**src/rtl/picoblaze_interrupt_controller_pkg.sv**
```systemverilog
// Shared definitions for the PicoBlaze I/O blocks: FSM states, port-ID
// defaults, id width, and the packing of the status word.
package picoblaze_io_pkg;

  localparam int ID_W    = 3;
  localparam int MAX_SRC = 8;

  localparam logic [7:0] DEF_PORT_ID_STAT = 8'h01;
  localparam logic [7:0] DEF_PORT_ID_PEND = 8'h02;
  localparam logic [7:0] DEF_PORT_ID_MASK = 8'h40;
  localparam logic [7:0] DEF_PORT_ID_EOI  = 8'h41;

  typedef enum logic [1:0] {
    IDLE    = 2'd0,
    ASSERT  = 2'd1,
    SERVICE = 2'd2
  } irq_state_e;

  function automatic logic [7:0] stat_word(input logic valid, input logic [ID_W-1:0] id);
    return {valid, 4'b0000, id};
  endfunction

endpackage

```
**src/rtl/picoblaze_interrupt_controller_if.sv**
```systemverilog
// Processor-side port bus plus the interrupt handshake of the controller.
interface picoblaze_interrupt_controller_if;

  logic [7:0] port_id;
  logic       write_strobe;
  logic       read_strobe;
  logic [7:0] out_port;
  logic       interrupt_ack;
  logic       interrupt;
  logic [7:0] rd_data;
  logic       rd_hit;

  modport master (
    output port_id, write_strobe, read_strobe, out_port, interrupt_ack,
    input  interrupt, rd_data, rd_hit
  );

  modport slave (
    input  port_id, write_strobe, read_strobe, out_port, interrupt_ack,
    output interrupt, rd_data, rd_hit
  );

endinterface

```
**src/rtl/picoblaze_interrupt_controller_rr_arbiter.sv**
```systemverilog
// Combinational round-robin picker: first set request at or above i_ptr,
// wrapping from NUM_SRC-1 back to 0.
module rr_arbiter
  import picoblaze_io_pkg::*;
#(
  parameter int NUM_SRC = 4
) (
  input  logic [NUM_SRC-1:0] i_req,
  input  logic [ID_W-1:0]    i_ptr,
  output logic [ID_W-1:0]    o_grant_id,
  output logic               o_any_grant
);

  localparam logic [ID_W-1:0] LAST_ID = ID_W'(NUM_SRC - 1);

  logic [MAX_SRC-1:0] w_req8;
  logic [ID_W-1:0]    w_idx;

  // Walk NUM_SRC positions from the pointer; explicit wrap keeps odd sizes correct.
  always_comb begin
    w_req8              = 8'h00;
    w_req8[NUM_SRC-1:0] = i_req;
    w_idx               = i_ptr;
    o_grant_id          = 3'd0;
    o_any_grant         = 1'b0;
    for (int k = 0; k < NUM_SRC; k++) begin
      if (!o_any_grant && w_req8[w_idx]) begin
        o_any_grant = 1'b1;
        o_grant_id  = w_idx;
      end else begin
        o_any_grant = o_any_grant;
      end
      if (w_idx == LAST_ID) begin
        w_idx = 3'd0;
      end else begin
        w_idx = w_idx + 3'd1;
      end
    end
  end

endmodule

```
**src/rtl/picoblaze_interrupt_controller.sv**
```systemverilog
// Multiplexes up to 8 event sources onto the single PicoBlaze interrupt line,
// with pending/mask registers, round-robin grant and firmware EOI.
module picoblaze_interrupt_controller
  import picoblaze_io_pkg::*;
#(
  parameter int         NUM_SRC      = 4,
  parameter logic [7:0] PORT_ID_STAT = DEF_PORT_ID_STAT,
  parameter logic [7:0] PORT_ID_PEND = DEF_PORT_ID_PEND,
  parameter logic [7:0] PORT_ID_MASK = DEF_PORT_ID_MASK,
  parameter logic [7:0] PORT_ID_EOI  = DEF_PORT_ID_EOI
) (
  input  logic                clk,
  input  logic                reset_n,
  input  logic [NUM_SRC-1:0]  src_event,
  picoblaze_interrupt_controller_if.slave bus
);

  localparam logic [ID_W-1:0] LAST_ID = ID_W'(NUM_SRC - 1);

  irq_state_e          r_state;
  irq_state_e          w_state_nxt;
  logic [NUM_SRC-1:0]  r_pending;
  logic [NUM_SRC-1:0]  r_mask;
  logic [ID_W-1:0]     r_rr_ptr;
  logic [ID_W-1:0]     r_grant_id;
  logic [ID_W-1:0]     r_active_id;
  logic                r_active_valid;
  logic                r_interrupt;
  logic [7:0]          r_rd_data;
  logic                r_rd_hit;

  logic [NUM_SRC-1:0]  w_eligible;
  logic [ID_W-1:0]     w_arb_id;
  logic                w_arb_any;
  logic                w_eoi_wr;
  logic                w_mask_wr;
  logic                w_interrupt_nxt;
  logic                w_latch_grant;
  logic                w_take_ack;
  logic                w_eoi_fire;
  logic [MAX_SRC-1:0]  w_clr8;
  logic [MAX_SRC-1:0]  w_pend8;
  logic [7:0]          w_rd_data;
  logic                w_rd_hit;

  assign w_eligible = r_pending & r_mask;
  assign w_eoi_wr   = bus.write_strobe && (bus.port_id == PORT_ID_EOI);
  assign w_mask_wr  = bus.write_strobe && (bus.port_id == PORT_ID_MASK);

  rr_arbiter #(.NUM_SRC(NUM_SRC)) u_arb (
    .i_req       (w_eligible),
    .i_ptr       (r_rr_ptr),
    .o_grant_id  (w_arb_id),
    .o_any_grant (w_arb_any)
  );

  // State register, with the interrupt line registered alongside it.
  always_ff @(posedge clk or negedge reset_n) begin
    if (!reset_n) begin
      r_state     <= IDLE;
      r_interrupt <= 1'b0;
    end else begin
      r_state     <= w_state_nxt;
      r_interrupt <= w_interrupt_nxt;
    end
  end

  // Next-state logic.
  always_comb begin
    w_state_nxt = r_state;
    case (r_state)
      IDLE: begin
        if (w_arb_any) w_state_nxt = ASSERT;
        else           w_state_nxt = IDLE;
      end
      ASSERT: begin
        if (bus.interrupt_ack) w_state_nxt = SERVICE;
        else                   w_state_nxt = ASSERT;
      end
      SERVICE: begin
        if (w_eoi_wr) w_state_nxt = IDLE;
        else          w_state_nxt = SERVICE;
      end
      default: w_state_nxt = IDLE;
    endcase
  end

  // Per-state actions feeding the datapath registers.
  always_comb begin
    w_interrupt_nxt = 1'b0;
    w_latch_grant   = 1'b0;
    w_take_ack      = 1'b0;
    w_eoi_fire      = 1'b0;
    case (r_state)
      IDLE: begin
        w_latch_grant   = w_arb_any;
        w_interrupt_nxt = w_arb_any;
      end
      ASSERT: begin
        w_take_ack      = bus.interrupt_ack;
        w_interrupt_nxt = !bus.interrupt_ack;
      end
      SERVICE: begin
        w_eoi_fire = w_eoi_wr;
      end
      default: begin
        w_interrupt_nxt = 1'b0;
      end
    endcase
  end

  // Pending clear mask for EOI; a same-edge event re-sets the bit below.
  always_comb begin
    w_clr8 = 8'h00;
    if (w_eoi_fire) w_clr8[r_active_id] = 1'b1;
    else            w_clr8 = 8'h00;
  end

  // Pending, mask, grant, active source and round-robin pointer.
  always_ff @(posedge clk or negedge reset_n) begin
    if (!reset_n) begin
      r_pending      <= '0;
      r_mask         <= '0;
      r_rr_ptr       <= 3'd0;
      r_grant_id     <= 3'd0;
      r_active_id    <= 3'd0;
      r_active_valid <= 1'b0;
    end else begin
      r_pending <= (r_pending & ~w_clr8[NUM_SRC-1:0]) | src_event;
      if (w_mask_wr) r_mask <= bus.out_port[NUM_SRC-1:0];
      if (w_latch_grant) r_grant_id <= w_arb_id;
      if (w_take_ack) begin
        r_active_id    <= r_grant_id;
        r_active_valid <= 1'b1;
      end else if (w_eoi_fire) begin
        r_active_id    <= 3'd0;
        r_active_valid <= 1'b0;
        r_rr_ptr       <= (r_active_id == LAST_ID) ? 3'd0 : r_active_id + 3'd1;
      end
    end
  end

  // Read-port decode.
  always_comb begin
    w_pend8              = 8'h00;
    w_pend8[NUM_SRC-1:0] = r_pending;
    w_rd_hit             = (bus.port_id == PORT_ID_STAT) || (bus.port_id == PORT_ID_PEND);
    if (bus.port_id == PORT_ID_STAT)      w_rd_data = stat_word(r_active_valid, r_active_id);
    else if (bus.port_id == PORT_ID_PEND) w_rd_data = w_pend8;
    else                                  w_rd_data = 8'h00;
  end

  // One-cycle read pipeline matching the registered in_port mux.
  always_ff @(posedge clk or negedge reset_n) begin
    if (!reset_n) begin
      r_rd_data <= 8'h00;
      r_rd_hit  <= 1'b0;
    end else begin
      r_rd_data <= w_rd_data;
      r_rd_hit  <= w_rd_hit;
    end
  end

  assign bus.interrupt = r_interrupt;
  assign bus.rd_data   = r_rd_data;
  assign bus.rd_hit    = r_rd_hit;

endmodule

```
**src/flat_wrapper.sv**
```systemverilog
// flat-port wrapper written by rule: the top's interface ports become plain ports
module picoblaze_interrupt_controller_flat import picoblaze_io_pkg::*;
#(
  parameter int         NUM_SRC      = 4,
  parameter logic [7:0] PORT_ID_STAT = DEF_PORT_ID_STAT,
  parameter logic [7:0] PORT_ID_PEND = DEF_PORT_ID_PEND,
  parameter logic [7:0] PORT_ID_MASK = DEF_PORT_ID_MASK,
  parameter logic [7:0] PORT_ID_EOI  = DEF_PORT_ID_EOI
)
  (clk, reset_n, src_event, bus_port_id, bus_write_strobe, bus_read_strobe, bus_out_port, bus_interrupt_ack, bus_interrupt, bus_rd_data, bus_rd_hit);
  picoblaze_interrupt_controller_if bus_i ();
  input  logic clk;
  input  logic reset_n;
  input  logic [NUM_SRC-1:0] src_event;
  input wire logic [$bits(bus_i.port_id)-1:0] bus_port_id;
  input wire logic [$bits(bus_i.write_strobe)-1:0] bus_write_strobe;
  input wire logic [$bits(bus_i.read_strobe)-1:0] bus_read_strobe;
  input wire logic [$bits(bus_i.out_port)-1:0] bus_out_port;
  input wire logic [$bits(bus_i.interrupt_ack)-1:0] bus_interrupt_ack;
  output wire logic [$bits(bus_i.interrupt)-1:0] bus_interrupt;
  output wire logic [$bits(bus_i.rd_data)-1:0] bus_rd_data;
  output wire logic [$bits(bus_i.rd_hit)-1:0] bus_rd_hit;
  assign bus_i.port_id = bus_port_id;
  assign bus_i.write_strobe = bus_write_strobe;
  assign bus_i.read_strobe = bus_read_strobe;
  assign bus_i.out_port = bus_out_port;
  assign bus_i.interrupt_ack = bus_interrupt_ack;
  assign bus_interrupt = bus_i.interrupt;
  assign bus_rd_data = bus_i.rd_data;
  assign bus_rd_hit = bus_i.rd_hit;
  picoblaze_interrupt_controller #(.NUM_SRC(NUM_SRC), .PORT_ID_STAT(PORT_ID_STAT), .PORT_ID_PEND(PORT_ID_PEND), .PORT_ID_MASK(PORT_ID_MASK), .PORT_ID_EOI(PORT_ID_EOI)) u_core (.clk(clk), .reset_n(reset_n), .src_event(src_event), .bus(bus_i));
endmodule
```
**config.mk**
```make
export PLATFORM = sky130hd
export DESIGN_NAME = picoblaze_interrupt_controller_flat
export DESIGN_NICKNAME = d
export VERILOG_FILES = /design/src/rtl/picoblaze_interrupt_controller_pkg.sv /design/src/rtl/picoblaze_interrupt_controller_if.sv /design/src/rtl/picoblaze_interrupt_controller_rr_arbiter.sv /design/src/rtl/picoblaze_interrupt_controller.sv /design/src/flat_wrapper.sv
export SDC_FILE = /design/constraint.sdc
export NUM_CORES = 1
export LEC_CHECK = 0
export CAP_MARGIN = 0
export CORE_ASPECT_RATIO = 0.7
export CORE_MARGIN = 3
export CORE_UTILIZATION = 40
export CTS_CLUSTER_DIAMETER = 80
export CTS_CLUSTER_SIZE = 28
export DETAILED_ROUTE_END_ITERATION = 8
export PLACE_DENSITY = 0.74
export SLEW_MARGIN = 40
export SYNTH_ARGS = -nofsm -noshare
export SYNTH_HDL_FRONTEND = slang
export SYNTH_SLANG_ARGS = --single-unit
```
**constraint.sdc**
```tcl
create_clock -name clk -period 4 [get_ports clk]
set_clock_uncertainty 0.1 [all_clocks]
set_input_delay 0.8 -clock clk [delete_from_list [all_inputs] [get_ports clk]]
set_output_delay 0.8 -clock clk [all_outputs]
set_load 0.02 [all_outputs]
```
==> flow_summary.json, run 1 <==
{
  "cts_root_buf": "clkbuf_8",
  "fin_nets": 227,
  "vias_per_cell": 5.75,
  "floorplan.die_area_sq_um": 4830,
  "p_int_mw": 0.476,
  "pwr-share-seq_pct": 51.3,
  "grt_max_degree": 28,
  "rsz0062_at_grt": "false",
  "slew_headroom_pct": 59.7,
  "io_pins": 35,
  "p_sw_mw": 0.214,
  "die_h_um": 59.0,
  "antenna_found_initial": 0,
  "tightest_slew_ns": 0.589,
  "leakage_nw": 0.786,
  "tns_ns": 0,
  "cts_sinks": 27,
  "setup_viol": 0,
  "hp-class": "flop to flop",
  "r2r-start": "u_core.r_rr_ptr[0]",
  "grt_pass1_wl_mm": 6.30,
  "overflow": 0,
  "ys_seq_area_share_pct": 42.0,
  "hold_viol_final": 0,
  "placed_cells": 244,
  "endpoint_kind": "flop",
  "synthArstFlopShare_pct": 100,
  "coreArea_sq_um": 3690,
  "synth_top_family_by_area": "simple AND/OR/NAND/NOR gates",
  "dieWidth_um": 81.8,
  "synthSimpleGateAreaFrac_pct": 24.7,
  "portBuffers": 26,
  "cp.required_ns": 4.06,
  "num_antenna_cells": 0,
  "routed_wl_mm": 3.85,
  "synthMuxAreaShare_pct": 4.20,
  "htree_num_levels": 1,
  "drt.antenna.violating_nets": 0,
  "synth.distinct_cells": 51,
  "fin_util_pct": 52.8,
  "drive_above_1_share_pct": 10.6,
  "clk_latency_ns": 0.27,
  "cp.arrival_ns": 3.34,
  "regToRegEndpoint": "u_core.r_grant_id[0]",
  "path_class": "flop to flop",
  "drtIter0Drc": 180,
  "r2r_cells": 10,
  "vdd_drop_max_v": 0.000178,
  "yosys_warnings": 0,
  "yosys_most_used_dff": "dfrtp_1",
  "r2r_slack_ns": 0.73,
  "drc": 0,
  "routed-via-count": 1426,
  "fp-row-count": 18,
  "synth_edf_count": 0,
  "final_cell_mix": "27 x dfrtp_1, 25 x clkdlybuf4s50_1, 21 x nand2_1",
  "p_clk_share_pct": 22.3,
  "cts_max_path_buffers": 2,
  "place_congestion": 0.983,
  "netlist_instances": 171,
  "period_needed_ns": 3.27,
  "synth_compound_area_share_pct": 21.2,
  "synthAdderAreaFrac_pct": 2.33,
  "layout_commonest_cell": "dfrtp_1",
  "power.density_nw_per_um2": 354,
  "postCtsHoldBufs": 0,
  "hold_start": "u_core.r_grant_id[2]",
  "cts_buffers": 3,
  "whs_endpoint": "u_core.r_active_id[2]",
  "nFillCells": 337,
  "synth_xor_area_share_pct": 0.545,
  "start_util_pct": 43.5,
  "ctsResizeCount": 0,
  "syn2layout_area_growth_pct": 21.3,
  "place_hpwl_mm": 3.01,
  "syn_area_sq_um": 1610,
  "syn-mean-instance-area_sq_um": 9.40,
  "status": "complete, no violations",
  "finalMaxSlewViolations": 0,
  "clk_pin_slew_ns": 0.09,
  "drv_cap": 0,
  "grt_pass1_vias": 1302,
  "worstSetupStartpointType": "flop",
  "cts_tree": "done",
  "finalCritPeriodShare_pct": 81.8,
  "holdPathStages": 2,
  "max_freq_ghz": 0.305,
  "post_cts_buffers": 0,
  "stdcell_count": 248,
  "sw_frac_of_total_pct": 31.0,
  "wl_per_cell_um": 15.5,
  "first_pass_iters": 4,
  "hold_slack_ns": 0.398,
  "pwr-share-comb_pct": 26.4,
  "ys_seq_elements": 27,
  "track_usage_pct": 17.2,
  "cp_max_fo": 10
}
## registers in the layout (all words and copies together), names as in the netlist, 2 cells and up
signal,cells
u_core.r_rr_ptr,3
u_core.r_grant_id,3
u_core.r_mask,4
u_core.bus.rd_data,5
u_core.r_state,2
u_core.r_pending,4
u_core.r_active_id,3
## per-stage QoR
step	cell area (sq um)	power (mW)	setup WS [ns]
after CTS	1950	0.695	0.803
after global placement	1910	0.531	0.806
after floorplan	1620	0.470	0.845
after detailed placement	1910	0.539	0.813
final	1950	0.690	0.726
after global routing	1950	0.729	0.587
## power by group through the flow
stage          clock network, mW  logic [mW]  registers [mW]
5_1_grt                    0.169       0.200           0.360
4_1_cts                    0.160       0.182           0.353
3_5_place_dp                   0       0.181           0.358
2_1_floorplan                  0       0.118           0.352
3_3_place_gp                   0       0.175           0.356
6_report                   0.154       0.182           0.354
## cell type report
type | instances | area (sq um) | area share, %
well taps | 50 | 62.6 | 3.21
multi-input cells | 133 | 863 | 44.3
inverters | 3 | 11.3 | 0.577
flip-flops and latches | 27 | 676 | 34.6
repair buffers | 31 | 293 | 15.0
clock buffers | 4 | 45.0 | 2.31
## cells in the mapped netlist (2+ instances only)
library cell  instances  area share (%)
o21ai_0              11             3.4
o21bai_1              2            0.93
a22oi_1               3             1.4
buf_4                 3             1.4
nor2b_1               5             1.9
or3_1                 2            0.78
nand3_1               6             1.9
a31o_2                3             1.6
dfrtp_1              27              42
and2_1                2            0.78
a21o_1                4             1.9
o22ai_1               3             1.2
nor3b_1               3             1.4
nand2_1              21             4.9
nor3_1                2            0.62
nand2b_1              6             2.3
a31oi_1               3             1.2
buf_6                 2             1.4
nor2_1               14             3.3
nand3b_1              6             2.8
ha_1                  3             2.3
o32a_1                2             1.2
mux2_2                4             2.8
clkbuf_1              4            0.93
or4_1                 2            0.93
inv_1                 3            0.70
## critical path: stages, from the launching register on
cell      delay, ns
dfrtp_1        0.40
ha_1           0.26
nor2b_1        0.22
or2_1          0.27
ha_1           0.43
nand3_1        0.15
o21ai_0        0.19
a221o_1        0.41
a311oi_2       0.35
nor2_1         0.14
o221a_1        0.25
## cells by family after synthesis
| group | count (synthesis) |
|---|---|
| compound gates | 46 |
| xor+xnor | 1 |
| fa+ha+maj | 3 |
| buf+inv | 13 |
| flops | 27 |
| mux | 5 |
| other cells | 1 |
| simple gates | 75 |
## metal layers
metal	share of wire [%]	track usage, %	wire [um]
met1	46	25.7	1750
met2	45	24.9	1720
met5	0	0	0
met4	0.26	3.79	10
met3	9.6	4.86	370
## worst max-delay path by stage
stage | from | to | slack [ns]
floorplan | u_core.r_rr_ptr[1] | u_core.r_grant_id[1] | 0.85
global placement | bus_port_id[2] | u_core.r_pending[3] | 0.81
detailed placement | bus_port_id[2] | u_core.r_pending[3] | 0.81
CTS | u_core.r_rr_ptr[0] | u_core.r_grant_id[0] | 0.80
global route | u_core.r_rr_ptr[0] | u_core.r_grant_id[0] | 0.59
finish | u_core.r_rr_ptr[0] | u_core.r_grant_id[0] | 0.73
Power figures use the tool's default switching activity.
==> inputs of run 2 (changes only) <==
--- a/config.mk
+++ b/config.mk
@@ -12,7 +12,7 @@
 export CTS_CLUSTER_DIAMETER = 80
 export CTS_CLUSTER_SIZE = 28
 export DETAILED_ROUTE_END_ITERATION = 8
-export PLACE_DENSITY = 0.74
+export PLACE_DENSITY = 0.77
 export SLEW_MARGIN = 40
 export SYNTH_ARGS = -nofsm -noshare
 export SYNTH_HDL_FRONTEND = slang
==> constraint.sdc (replaced) <==
create_clock -name clk -period 2.9 [get_ports clk]
set_clock_uncertainty 0.1 [all_clocks]
set_input_delay 0.58 -clock clk [delete_from_list [all_inputs] [get_ports clk]]
set_output_delay 0.58 -clock clk [all_outputs]
set_load 0.02 [all_outputs]
==> run 2 against run 1 <==
Clock-buffer cell count stayed put. Worst setup slack worse by 0.60 ns. Cell area is 4.0% higher. Total power is 39% higher. Clock power is 37% higher. Sequential share of layout area is 1.3 points lower. Fmax is 18% higher. Highest routed layer is now met3. Non-clock buffer count is 4 higher. Utilization is 2.1 points higher. Hold slack worse by 0.0018 ns.
==> flow_summary.json, run 2 (synthesis gave the netlist of run 1 again) <==
{
  "clk_latency_ns": 0.27,
  "drt.antenna.violating_nets": 0,
  "hold_viol_final": 0,
  "cts_tree": "done",
  "grt_max_degree": 28,
  "rsz0062_at_grt": "false",
  "cts_max_path_buffers": 2,
  "cts_root_buf": "clkbuf_8",
  "clk_pin_slew_ns": 0.09,
  "vias_per_cell": 5.60,
  "fin_util_pct": 54.9,
  "drv_cap": 0,
  "num_antenna_cells": 0,
  "sw_frac_of_total_pct": 30.8,
  "vdd_drop_max_v": 0.000360,
  "grt_pass1_vias": 1338,
  "place_congestion": 0.986,
  "track_usage_pct": 17.1,
  "place_hpwl_mm": 2.85,
  "fp-row-count": 18,
  "io_pins": 35,
  "drive_above_1_share_pct": 15.3,
  "post-place-ws_ns": 0.0421,
  "coreArea_sq_um": 3690,
  "max_freq_ghz": 0.360,
  "r2r_slack_ns": 0.12,
  "overflow": 0,
  "status": "complete, no violations",
  "endpoint_kind": "flop",
  "antenna_found_initial": 0,
  "pwr-share-seq_pct": 51.1,
  "p_sw_mw": 0.296,
  "die_h_um": 59.0,
  "routed-via-count": 1411,
  "power.density_nw_per_um2": 472,
  "layout_commonest_cell": "dfrtp_1",
  "cp.required_ns": 2.96,
  "grt_pass1_wl_mm": 6.38,
  "slowest_delay_ns": 0.40,
  "worstSetupStartpointType": "flop",
  "slew_headroom_pct": 66.5,
  "path_class": "flop to flop",
  "tightest_slew_ns": 0.501,
  "hold_slack_ns": 0.396,
  "hp-class": "flop to flop",
  "post_dp_cell_area_sq_um": 1950,
  "p_clk_share_pct": 22.0,
  "pwr-share-comb_pct": 26.9,
  "p_int_mw": 0.663,
  "largest_register_ffs": 5,
  "portBuffers": 26,
  "setup_viol": 0,
  "slowest_stage": "dfrtp_1",
  "setup_ws_ns": 0.125,
  "period_needed_ns": 2.78,
  "syn2layout_area_growth_pct": 26.2,
  "htree_num_levels": 1,
  "postCtsHoldBufs": 0,
  "start_util_pct": 43.5,
  "wl_per_cell_um": 14.9,
  "worstPathCellList": "ha_2, nor2b_2, or2_1, ha_4, nand3_1, o21ai_1, a221o_1, a311oi_2, nor2_2, o221a_1",
  "finalCritPeriodShare_pct": 95.7,
  "drtIter0Drc": 87,
  "fin_nets": 231,
  "leakage_nw": 0.806,
  "cts_buffers": 3,
  "cp_max_fo": 10,
  "drc": 0,
  "finalMaxSlewViolations": 0,
  "floorplan.die_area_sq_um": 4830,
  "fin_area_sq_um": 2030,
  "dieWidth_um": 81.8,
  "cp.arrival_ns": 2.84,
  "cts_sinks": 27,
  "routed_wl_mm": 3.76,
  "final_cell_mix": "27 x dfrtp_1, 26 x clkdlybuf4s50_1, 21 x nand2_1",
  "first_pass_iters": 4,
  "tns_ns": 0
}
==> run 2: timing repair <==
item / CTS / global route
buffers inserted: 0 / 1
gates resized for setup: 0 / 7
setup endpoints to repair: 0 / 4
==> run 2: metal layers <==
| layer | track usage (%) | vias to the layer above | part of all wire [%] |
|---|---|---|---|
| li1 | - | 680 | - |
| met1 | 26.6 | 681 | 51 |
| met2 | 24.2 | 50 | 42 |
| met3 | 4.71 | 0 | 6.5 |
| met4 | 2.13 | 0 | 0 |
| met5 | 0 | - | 0 |
==> run 2: final cells by class <==
cell class / instances / area [sq um]
clock buffer: 4 / 45.0
fill: 343 / 1660
inverter: 3 / 11.3
multi-input combinational: 133 / 907
sequential: 27 / 676
tap: 50 / 62.6
timing repair buffer: 35 / 328
==> run 2: path summary, 6_finish.rpt <==
kind / startpoint / to / cells after the start
worst max-delay path: u_core.r_rr_ptr[0] / u_core.r_grant_id[0] / 10
worst min register to register: u_core.r_grant_id[1] / u_core.r_active_id[1] / 2
min in group asynchronous: reset_n / u_core.r_active_id[2] / 2
worst min-delay path: u_core.r_grant_id[1] / u_core.r_active_id[1] / 2
worst max register to register: u_core.r_rr_ptr[0] / u_core.r_grant_id[0] / 10
max in group asynchronous: reset_n / u_core.r_grant_id[1] / 2
==> run 2: through the flow <==
stage          total power, mW  instances
2_1_floorplan            0.655        173
3_3_place_gp             0.739        247
5_1_grt                   1.02        252
3_5_place_dp             0.745        247
6_report                 0.959        252
4_1_cts                  0.958        251
==> run 2: critical path, delay by kind of cell, from the launching register on <==
kind | cells | cell delay (ns)
fa+ha+maj | 2 | 0.48
simple gates | 4 | 0.62
flops | 1 | 0.40
compound gates | 4 | 1.05
==> run 2: power by group through the flow <==
stage,clock network (mW),logic (mW),registers (mW)
final,0.211,0.258,0.490
after detailed placement,0,0.250,0.495
after CTS,0.218,0.252,0.488
after global placement,0,0.247,0.492
after floorplan,0,0.169,0.485
after global routing,0.227,0.291,0.498
